### config.mk
export PLATFORM = sky130hd
export DESIGN_NAME = job_seq_flat
export DESIGN_NICKNAME = d
export VERILOG_FILES = /design/src/rtl/job_seq_if.sv /design/src/rtl/job_seq.sv /design/src/flat_wrapper.sv
export SDC_FILE = /design/constraint.sdc
export NUM_CORES = 1
export LEC_CHECK = 0
export CORE_MARGIN = 2
export CORE_UTILIZATION = 35
export CTS_BUF_LIST = sky130_fd_sc_hd__clkbuf_16
export CTS_CLUSTER_SIZE = 8
export DETAILED_ROUTE_END_ITERATION = 8
export HOLD_SLACK_MARGIN = 0.08
export PLACE_DENSITY = 0.61
export REMOVE_ABC_BUFFERS = 1
export SLEW_MARGIN = 25
export SYNTH_ARGS = -nofsm -noshare
export SYNTH_HDL_FRONTEND = slang
export SYNTH_SLANG_ARGS = --single-unit
### constraint.sdc
create_clock -name clk -period 8.2 [get_ports clk]
set_clock_uncertainty 0.2 [all_clocks]
set_input_delay 1.64 -clock clk [delete_from_list [all_inputs] [get_ports clk]]
set_output_delay 1.64 -clock clk [all_outputs]
set_load 0.02 [all_outputs]
### src/rtl/job_seq_if.sv
// job_seq_if: job control inputs, monitored stream handshake and status outputs of job_seq
interface job_seq_if #(
  parameter int ITEM_W = 16,
  parameter int BEAT_W = 20
);
  logic              start;
  logic              abort;
  logic [ITEM_W-1:0] item_num;
  logic [BEAT_W-1:0] beat_num;
  logic              dst_valid;
  logic              dst_ready;
  logic              dst_last;
  logic              matw;
  logic [ITEM_W-1:0] mat_a;
  logic              run;
  logic              busy;
  logic              done;
  logic              err;
  logic [2:0]        state;
  modport master (
    output start, abort, item_num, beat_num, dst_valid, dst_ready, dst_last,
    input  matw, mat_a, run, busy, done, err, state
  );
  modport slave (
    input  start, abort, item_num, beat_num, dst_valid, dst_ready, dst_last,
    output matw, mat_a, run, busy, done, err, state
  );
endinterface

### src/rtl/job_seq.sv
// job_seq: IDLE->GEN->RUN->DONE job sequencer; JOB_SEQ_TIMEOUT_EN adds a RUN idle timeout of TMO_CYC cycles
module job_seq #(
  parameter int ITEM_W  = 16,
  parameter int BEAT_W  = 20,
  parameter int TMO_CYC = 1024
) (
  input  logic     clk,
  input  logic     rst,
  job_seq_if.slave bus
);
  typedef enum logic [2:0] {IDLE = 3'd0, GEN = 3'd1, RUN = 3'd2, DONE = 3'd3} state_t;
  state_t            state_q, state_d;
  logic [ITEM_W-1:0] item_q, item_d, mat_a_q, mat_a_d;
  logic [BEAT_W-1:0] beat_q, beat_d, cnt_q, cnt_d, cnt_inc;
  logic              matw_q, matw_d, run_q, run_d, busy_q, busy_d, done_q, done_d, err_q, err_d;
  logic              acc, tmo_hit;
  assign acc     = bus.dst_valid & bus.dst_ready;
  assign cnt_inc = cnt_q + 1'b1;
`ifdef JOB_SEQ_TIMEOUT_EN
  localparam int TW = $clog2(TMO_CYC + 1);
  logic [TW-1:0] tmo_q, tmo_d, tmo_inc;
  assign tmo_inc = tmo_q + 1'b1;
  assign tmo_hit = tmo_inc == TW'(TMO_CYC);
  assign tmo_d   = (state_q == RUN && !acc) ? tmo_inc : '0;
  // idle-cycle counter, restarted on RUN entry and on every accepted beat
  always_ff @(posedge clk)
    tmo_q <= rst ? '0 : tmo_d;
`else
  logic unused_tmo;
  assign unused_tmo = TMO_CYC != 0;
  assign tmo_hit    = 1'b0;
`endif
  // next state, job latches, beat count and sticky error; outputs decoded from the next state
  always_comb begin
    state_d = state_q;
    item_d  = item_q;
    beat_d  = beat_q;
    cnt_d   = cnt_q;
    err_d   = err_q;
    mat_a_d = '0;
    case (state_q)
      IDLE: if (bus.start && !bus.abort) begin
        state_d = GEN;
        item_d  = bus.item_num;
        beat_d  = bus.beat_num;
        err_d   = 1'b0;
      end
      GEN: if (bus.abort) begin
        state_d = IDLE;
        err_d   = 1'b1;
      end else if (mat_a_q == item_q) begin
        state_d = RUN;
        cnt_d   = '0;
      end else begin
        mat_a_d = mat_a_q + 1'b1;
      end
      RUN: if (bus.abort) begin
        state_d = IDLE;
        err_d   = 1'b1;
      end else if (acc) begin
        cnt_d = cnt_inc;
        if (bus.dst_last) begin
          state_d = DONE;
          err_d   = err_q | (cnt_inc != beat_q);
        end else if (cnt_inc == beat_q) begin
          state_d = IDLE;
          err_d   = 1'b1;
        end
      end else if (tmo_hit) begin
        state_d = IDLE;
        err_d   = 1'b1;
      end
      DONE: state_d = IDLE;
      default: state_d = IDLE;
    endcase
    matw_d = state_d == GEN;
    run_d  = state_d == RUN;
    busy_d = matw_d | run_d;
    done_d = state_d == DONE;
  end
  // state and output registers
  always_ff @(posedge clk) begin
    if (rst) begin
      state_q <= IDLE;
      item_q  <= '0;
      beat_q  <= '0;
      cnt_q   <= '0;
      mat_a_q <= '0;
      matw_q  <= 1'b0;
      run_q   <= 1'b0;
      busy_q  <= 1'b0;
      done_q  <= 1'b0;
      err_q   <= 1'b0;
    end else begin
      state_q <= state_d;
      item_q  <= item_d;
      beat_q  <= beat_d;
      cnt_q   <= cnt_d;
      mat_a_q <= mat_a_d;
      matw_q  <= matw_d;
      run_q   <= run_d;
      busy_q  <= busy_d;
      done_q  <= done_d;
      err_q   <= err_d;
    end
  end
  assign bus.state = state_q;
  assign bus.matw  = matw_q;
  assign bus.mat_a = mat_a_q;
  assign bus.run   = run_q;
  assign bus.busy  = busy_q;
  assign bus.done  = done_q;
  assign bus.err   = err_q;
endmodule

### src/flat_wrapper.sv
// flat-port wrapper written by rule: the top's interface ports become plain ports
module job_seq_flat 
#(
  parameter int ITEM_W  = 16,
  parameter int BEAT_W  = 20,
  parameter int TMO_CYC = 1024
)
  (clk, rst, bus_start, bus_abort, bus_item_num, bus_beat_num, bus_dst_valid, bus_dst_ready, bus_dst_last, bus_matw, bus_mat_a, bus_run, bus_busy, bus_done, bus_err, bus_state);
  job_seq_if #(.ITEM_W(ITEM_W), .BEAT_W(BEAT_W)) bus_i ();
  input  logic clk;
  input  logic rst;
  input wire logic [$bits(bus_i.start)-1:0] bus_start;
  input wire logic [$bits(bus_i.abort)-1:0] bus_abort;
  input wire logic [$bits(bus_i.item_num)-1:0] bus_item_num;
  input wire logic [$bits(bus_i.beat_num)-1:0] bus_beat_num;
  input wire logic [$bits(bus_i.dst_valid)-1:0] bus_dst_valid;
  input wire logic [$bits(bus_i.dst_ready)-1:0] bus_dst_ready;
  input wire logic [$bits(bus_i.dst_last)-1:0] bus_dst_last;
  output wire logic [$bits(bus_i.matw)-1:0] bus_matw;
  output wire logic [$bits(bus_i.mat_a)-1:0] bus_mat_a;
  output wire logic [$bits(bus_i.run)-1:0] bus_run;
  output wire logic [$bits(bus_i.busy)-1:0] bus_busy;
  output wire logic [$bits(bus_i.done)-1:0] bus_done;
  output wire logic [$bits(bus_i.err)-1:0] bus_err;
  output wire logic [$bits(bus_i.state)-1:0] bus_state;
  assign bus_i.start = bus_start;
  assign bus_i.abort = bus_abort;
  assign bus_i.item_num = bus_item_num;
  assign bus_i.beat_num = bus_beat_num;
  assign bus_i.dst_valid = bus_dst_valid;
  assign bus_i.dst_ready = bus_dst_ready;
  assign bus_i.dst_last = bus_dst_last;
  assign bus_matw = bus_i.matw;
  assign bus_mat_a = bus_i.mat_a;
  assign bus_run = bus_i.run;
  assign bus_busy = bus_i.busy;
  assign bus_done = bus_i.done;
  assign bus_err = bus_i.err;
  assign bus_state = bus_i.state;
  job_seq #(.ITEM_W(ITEM_W), .BEAT_W(BEAT_W), .TMO_CYC(TMO_CYC)) u_core (.clk(clk), .rst(rst), .bus(bus_i));
endmodule
Word-level counts from Yosys, hierarchy flattened:

Cells that the tools add are included.

* logic and storage cells: 61
* register bits: 80

* eq/ne operators: 16
* bitwise logic cells: 4
* add/sub/neg operators: 2
* muxes and demuxes: 20
* reduce and logical (&&, ||, !) cells: 9

Operator list (number)
* 20-bit 2-to-1 mux: 4
* 20-bit one-hot mux with 2 select lines: 1
* 3-bit 2-to-1 mux: 7
* 20-bit by 1-bit adder with 20-bit output (second input constant): 1
* 20-bit == test: 1
* 20-bit != test: 1
* 16-bit by 1-bit adder with 16-bit output (second input constant): 1
* 16-bit == test: 1
* 5-bit AND reduction: 2
* 3-bit by 2-bit == test with 1-bit output (second input constant): 3
* 3-bit one-hot mux with 3 select lines: 1
* 3-bit by 1-bit == test with 1-bit output (second input constant): 2
* 1-bit 2-to-1 mux: 6
* 2-bit by 1-bit != test with 1-bit output (second input constant): 3
* 2-bit != test (second input constant): 3
* 4-bit by 3-bit != test with 1-bit output (second input constant): 1
* 4-bit OR reduction: 1
* 3-bit logical NOT: 1
* 3-bit by 2-bit != test with 1-bit output (second input constant): 1
* 1-bit one-hot mux with 3 select lines: 1
* 3-bit nonzero test: 1
* 1-bit bitwise OR: 2
* 2-bit AND reduction: 1
* 2-bit nonzero test: 1
* other kinds (4): 4

Depth between registers and ports, before layout:

* depth after elaboration: 9
* depth in mapped cells: 11
* mapped depth without buffers: 9

Least setup slack after synthesis:

Ideal clock, no wire load.

* kind: input to register
* start point: input bus_abort
* end point: register u_core.beat_q[10]
* cell stages on the path: 7
* slack: 4920 ps
* buffers on the path: 3
* arrival time: 3010 ps
* cells stage by stage: clkbuf_1 -> nor4_1 -> and2_1 -> clkbuf_1 -> buf_1 -> nand2_1 -> a21oi_1

* longest elaborated chain between the ends: 3

Ends and longest elaborated chain
* from (decl): RTL line flat_wrapper.sv:13 `input wire logic [$bits(bus_i.abort)-1:0] bus_abort;`
* 1-bit logical NOT: RTL line job_seq.sv:42 `IDLE: if (bus.start && !bus.abort) begin`
* 1-bit logical AND: RTL line job_seq.sv:42
* 2-bit AND reduction (no line)
* to (signal assigned): RTL line job_seq.sv:97 `beat_q <= beat_d;`
* to (decl): RTL line job_seq.sv:14 `logic [BEAT_W-1:0] beat_q, beat_d, cnt_q, cnt_d, cnt_inc;`

No other way between the ends.
A chain may end at the register's enable or synchronous reset.

Worst setup path in the final report:

* start point: input bus_abort
* end point: register u_core.err_q, in the netlist u_core.bus.err

* longest elaborated chain between the ends: 4
* elaborated cells on any way between the ends: 9

Ends and longest elaborated chain
* 1-bit logical NOT: RTL line job_seq.sv:42
* 1-bit logical AND: RTL line job_seq.sv:42
* 2-bit by 1-bit != test with 1-bit output (no line)
* 5-bit AND reduction (no line)
* to (signal assigned): RTL line job_seq.sv:104 `err_q <= err_d;`
* to (decl): RTL line job_seq.sv:15 `logic matw_q, matw_d, run_q, run_d, busy_q, busy_d, done_q, done_d, err_q, err_d;`

Several ways; a longest one is shown, not always the timed one.

==> report_table.html <==
<table>
<tr><th>Metric</th><th>Value</th></tr>
<tr><th colspan="2">Clock network</th></tr>
<tr><td>TritonCTS clock tree</td><td>done</td></tr>
<tr><td>TritonCTS buffer count</td><td>9</td></tr>
<tr><td>Maximum root-to-sink buffer count</td><td>2</td></tr>
<tr><td>Clock transition at path regs</td><td>0.06 ns</td></tr>
<tr><td>Latest clock arrival within the worst-skew pair</td><td>0.33 ns</td></tr>
<tr><td>Post-CTS setup repair buffer count</td><td>0</td></tr>
<tr><td>Count of H-tree levels built during CTS</td><td>3</td></tr>
<tr><td>Number of clock sinks</td><td>80</td></tr>
<tr><td>Post-CTS Resized</td><td>0</td></tr>
<tr><td>Hold buffer count at CTS</td><td>0</td></tr>
<tr><td>Root cell of the clock tree</td><td>sky130_fd_sc_hd__clkbuf_16</td></tr>
<tr><th colspan="2">Yosys</th></tr>
<tr><td>Netlist cell types</td><td>58</td></tr>
<tr><td>Proportion of synthesized chip area in sequential cells</td><td>0.385</td></tr>
<tr><td>Main synth FF type</td><td>sky130_fd_sc_hd__dfxtp_1</td></tr>
<tr><td>Post-synth EDFFs</td><td>0</td></tr>
<tr><td>Post-synthesis instance area</td><td>0.00416 mm²</td></tr>
<tr><td>Post-synthesis average cell area</td><td>7.87 µm²</td></tr>
<tr><td>Synthesized instance count</td><td>529</td></tr>
<tr><td>Area share of the largest cell type after synthesis</td><td>0.385</td></tr>
<tr><td>FF+latch count, synth</td><td>80</td></tr>
<tr><td>Cell taking the most area after synthesis</td><td>sky130_fd_sc_hd__dfxtp_1</td></tr>
<tr><td>Synthesis Warnings</td><td>0</td></tr>
<tr><td>Synth async-reset ratio</td><td>0</td></tr>
<tr><td>Top cells by area in the synthesized netlist</td><td>sky130_fd_sc_hd__dfxtp_1, sky130_fd_sc_hd__nand2_1, sky130_fd_sc_hd__a21oi_1, sky130_fd_sc_hd__xnor2_1, sky130_fd_sc_hd__nor2_1</td></tr>
<tr><th colspan="2">Min path</th></tr>
<tr><td>Worst Hold Launch</td><td>u_core.item_q[12]</td></tr>
<tr><td>Type of the most critical hold path</td><td>flop to flop</td></tr>
<tr><td>WHS Path Cells</td><td>2</td></tr>
<tr><td>Endpoint, Worst Hold</td><td>u_core.item_q[12]</td></tr>
<tr><th colspan="2">Global route</th></tr>
<tr><td>Number of global-route vias before repair</td><td>3553</td></tr>
<tr><td>Maximum number of pins on one net before global-route repair</td><td>60</td></tr>
<tr><td>All-Layer GR Usage</td><td>0.170</td></tr>
<tr><td>Number of antenna violations at the first check in global routing</td><td>0</td></tr>
<tr><td>First-pass GRT wire length</td><td>17600 µm</td></tr>
<tr><td>Overflow left after global routing</td><td>0</td></tr>
<tr><th colspan="2">Critical path</th></tr>
<tr><td>Data arrival time at the worst-slack endpoint</td><td>3.89 ns</td></tr>
<tr><td>Launching element type of the critical path</td><td>primary input</td></tr>
<tr><td>Number of cell instances on the worst register-to-register path</td><td>9</td></tr>
<tr><td>Endpoint of the worst register-to-register path</td><td>u_core.bus.busy</td></tr>
<tr><td>Critical-path cell list</td><td>clkdlybuf4s50_1 &gt; nor4_1 &gt; and2_1 &gt; buf_4 &gt; o32ai_1 &gt; nand3_1 &gt; nand3_1</td></tr>
<tr><td>Maximum fanout along the worst path</td><td>22</td></tr>
<tr><td>Slack of the worst reg-to-reg path</td><td>5.03 ns</td></tr>
<tr><td>Crit-path max cell delay</td><td>0.61 ns</td></tr>
<tr><td>Critical Setup Path Class</td><td>primary input to flop</td></tr>
<tr><td>Cell with the most instances on the worst path</td><td>sky130_fd_sc_hd__nand3_1</td></tr>
<tr><td>Data required time at the worst endpoint</td><td>8.22 ns</td></tr>
<tr><td>Critical Path End Type</td><td>flop</td></tr>
<tr><td>Worst-path cell with the longest stage delay</td><td>sky130_fd_sc_hd__clkdlybuf4s50_1</td></tr>
<tr><td>Worst flop-to-flop path startpoint</td><td>u_core.cnt_q[0]</td></tr>
<tr><th colspan="2">Power and ir drop</th></tr>
<tr><td>Switching power as a share of total power</td><td>0.231</td></tr>
<tr><td>Max VDD drop</td><td>77.7 µV</td></tr>
<tr><td>Total power</td><td>0.866 mW</td></tr>
<tr><td>Switching power of the nets</td><td>0.200 mW</td></tr>
<tr><td>Leak</td><td>1.78 nW</td></tr>
<tr><td>Relative contribution of combinational cells to total power</td><td>0.069</td></tr>
<tr><td>Fraction of power consumed by the clock network</td><td>0.469</td></tr>
<tr><td>PwrDens</td><td>167 mW/mm²</td></tr>
<tr><td>Pint</td><td>0.666 mW</td></tr>
<tr><td>Share of power burned in registers</td><td>0.462</td></tr>
<tr><th colspan="2">STA</th></tr>
<tr><td>Final WS setup</td><td>4.33 ns</td></tr>
<tr><td>Timing-limited maximum frequency</td><td>259 MHz</td></tr>
<tr><td>RSZ-0062 raised after global routing</td><td>no</td></tr>
<tr><td>Remaining max-slew budget at the tightest pin</td><td>0.544</td></tr>
<tr><td>Post-route fraction of the period consumed by the critical path</td><td>0.472</td></tr>
<tr><td>Total negative slack</td><td>0 ns</td></tr>
<tr><td>Total setup violations reported at the end of the flow</td><td>0</td></tr>
<tr><td>Final count of pins violating max slew</td><td>0</td></tr>
<tr><td>Slew of the pin with the lowest slew margin</td><td>0.685 ns</td></tr>
<tr><td>Tightest hold margin</td><td>0.267 ns</td></tr>
<tr><td>Hold violation total from the final report</td><td>0</td></tr>
<tr><td>Shortest clock period the worst path allows after layout</td><td>3.87 ns</td></tr>
<tr><th colspan="2">Route</th></tr>
<tr><td>Drt first-iter violations</td><td>164</td></tr>
<tr><td>Total routed wirelength</td><td>10700 µm</td></tr>
<tr><td>Average wire length per cell after detail routing</td><td>14.8 µm</td></tr>
<tr><td>Number of nets with antenna violations after detailed routing</td><td>0</td></tr>
<tr><td>Pre-antenna DRT Iters</td><td>6</td></tr>
<tr><td>Number of vias per cell</td><td>5.20</td></tr>
<tr><td>Detailed-route DRC error count</td><td>2</td></tr>
<tr><td>Total number of vias</td><td>3758</td></tr>
<tr><th colspan="2">Cells and area</th></tr>
<tr><td>Layout Nets</td><td>620</td></tr>
<tr><td>Share of cells above drive strength 1</td><td>0.0621</td></tr>
<tr><td>Antenna fix cells</td><td>0</td></tr>
<tr><td>Relative area change from synthesis to final layout</td><td>24.5%</td></tr>
<tr><th colspan="2">Place</th></tr>
<tr><td>RD Place Congestion</td><td>0.864</td></tr>
<tr><td>Setup slack after placement</td><td>3.96 ns</td></tr>
<tr><td>Quantity of I/O buffers inserted on ports</td><td>66</td></tr>
<tr><td>HPWL after DPL</td><td>7340 µm</td></tr>
<tr><th colspan="2">Run status</th></tr>
<tr><td>Failing checks</td><td>DRC</td></tr>
<tr><td>Outcome</td><td>complete, but fails checks</td></tr>
<tr><th colspan="2">Die</th></tr>
<tr><td>Die outline area</td><td>0.0128 mm²</td></tr>
<tr><td>Die W</td><td>113 µm</td></tr>
<tr><td>Number of placed I/O pins</td><td>67</td></tr>
<tr><td>Total core area</td><td>0.0115 mm²</td></tr>
<tr><td>Die H</td><td>113 µm</td></tr>
<tr><td>Core Rows</td><td>39</td></tr>
<tr><td>Initial cell density of the core</td><td>0.362</td></tr>
<tr><th colspan="2">Flow run</th></tr>
<tr><td>Max-Cap Viols</td><td>0</td></tr>
</table>
## cell type report
class / count / area (µm²)
tap: 143 / 179
inverter: 8 / 30.0
clock buffer: 9 / 225
sequential: 80 / 1600
timing repair buffer: 69 / 678
fill: 1148 / 6330
multi-input combinational: 407 / 2390
clock inverter: 7 / 78.8
## worst max-delay path by stage
| stage | from | to | slack (ns) |
|---|---|---|---|
| global route | bus_abort | u_core.bus.err | 4.09 |
| finish | bus_abort | u_core.bus.err | 4.33 |
| detailed placement | bus_abort | u_core.bus.err | 3.96 |
| global placement | bus_abort | u_core.bus.err | 4.02 |
| floorplan | bus_abort | u_core.bus.err | 4.86 |
| CTS | bus_abort | u_core.bus.err | 4.31 |
## per-layer routing
| layer | part of all wire | vias up | GRT usage |
|---|---|---|---|
| met2 | 0.47 | 78 | 0.283 |
| li1 | - | 1928 | - |
| met4 | 0.011 | 0 | 0.0455 |
| met3 | 0.039 | 9 | 0.0423 |
| met1 | 0.48 | 1743 | 0.219 |
| met5 | 0 | - | 0 |
## cells by family (layout without fill, tap and decap cells)
| logic type | Yosys count | in the layout | synth area share |
|---|---|---|---|
| AND/OR/NAND/NOR | 236 | 236 | 0.290 |
| adder cells (fa/ha/maj) | 2 | 2 | 0.00601 |
| flip-flops | 80 | 80 | 0.385 |
| other | 1 | 1 | 0.000901 |
| buffers and inverters | 42 | 93 | 0.0409 |
| multiplexers | 1 | 1 | 0.00240 |
| XOR/XNOR | 52 | 52 | 0.109 |
| AO/OA/AOI/OAI | 115 | 115 | 0.166 |
## worst max-delay path: cells and delay by family
kind | cells | cell delay (ns)
AO/OA/AOI/OAI | 1 | 0.13
AND/OR/NAND/NOR | 4 | 1.11
buffers and inverters | 2 | 0.99
## placed cells by master (no fill, tap or decap), drive strengths merged, types with 14 or more instances in the layout
cell            n
a21oi          64
clkdlybuf4s50  65
dfxtp          80
nand2          92
nand3          16
nand4          14
nor2           48
o21ai          19
xnor2          34
xor2           18
## flip-flops by register name, summed over array words and instances, names as in the netlist, 3 cells and up
signal and flops:
u_core.bus.mat_a 16, u_core.beat_q 20, u_core.item_q 16, u_core.bus.state 3, u_core.cnt_q 20
## synthesized netlist by cell type, types with 3 or more instances
library cell / count
sky130_fd_sc_hd__buf_2: 5
sky130_fd_sc_hd__nor2b_1: 4
sky130_fd_sc_hd__nand2_1: 92
sky130_fd_sc_hd__inv_1: 8
sky130_fd_sc_hd__o21ai_0: 19
sky130_fd_sc_hd__nand2b_1: 5
sky130_fd_sc_hd__dfxtp_1: 80
sky130_fd_sc_hd__a21o_1: 3
sky130_fd_sc_hd__xnor2_1: 34
sky130_fd_sc_hd__xor2_1: 18
sky130_fd_sc_hd__nor3b_1: 3
sky130_fd_sc_hd__nand3_1: 14
sky130_fd_sc_hd__a21oi_1: 63
sky130_fd_sc_hd__nand4_1: 11
sky130_fd_sc_hd__nor4_1: 6
sky130_fd_sc_hd__and3_1: 9
sky130_fd_sc_hd__or4_1: 3
sky130_fd_sc_hd__a31oi_1: 5
sky130_fd_sc_hd__nor2_1: 48
sky130_fd_sc_hd__and2_1: 3
sky130_fd_sc_hd__clkbuf_1: 25
sky130_fd_sc_hd__or3_1: 10
sky130_fd_sc_hd__nor3_1: 10
## stage by stage
step / instances / util / cell area (µm²)
floorplan: 495 / - / 4020
global placement: 707 / 0.424 / 4880
detailed placement: 707 / 0.424 / 4880
CTS: 723 / 0.450 / 5180
global route: 723 / 0.450 / 5180
finish: 723 / 0.450 / 5180
## power groups by stage
stage                     clock (mW)  combinational (mW)  sequential, mW
after global placement             0              0.0594           0.409
after detailed placement           0              0.0598           0.409
after global routing           0.436              0.0658           0.401
final                          0.406              0.0596           0.401
after CTS                      0.416              0.0601           0.401
after floorplan                    0              0.0246           0.409
(Power assumes the default switching activity.)
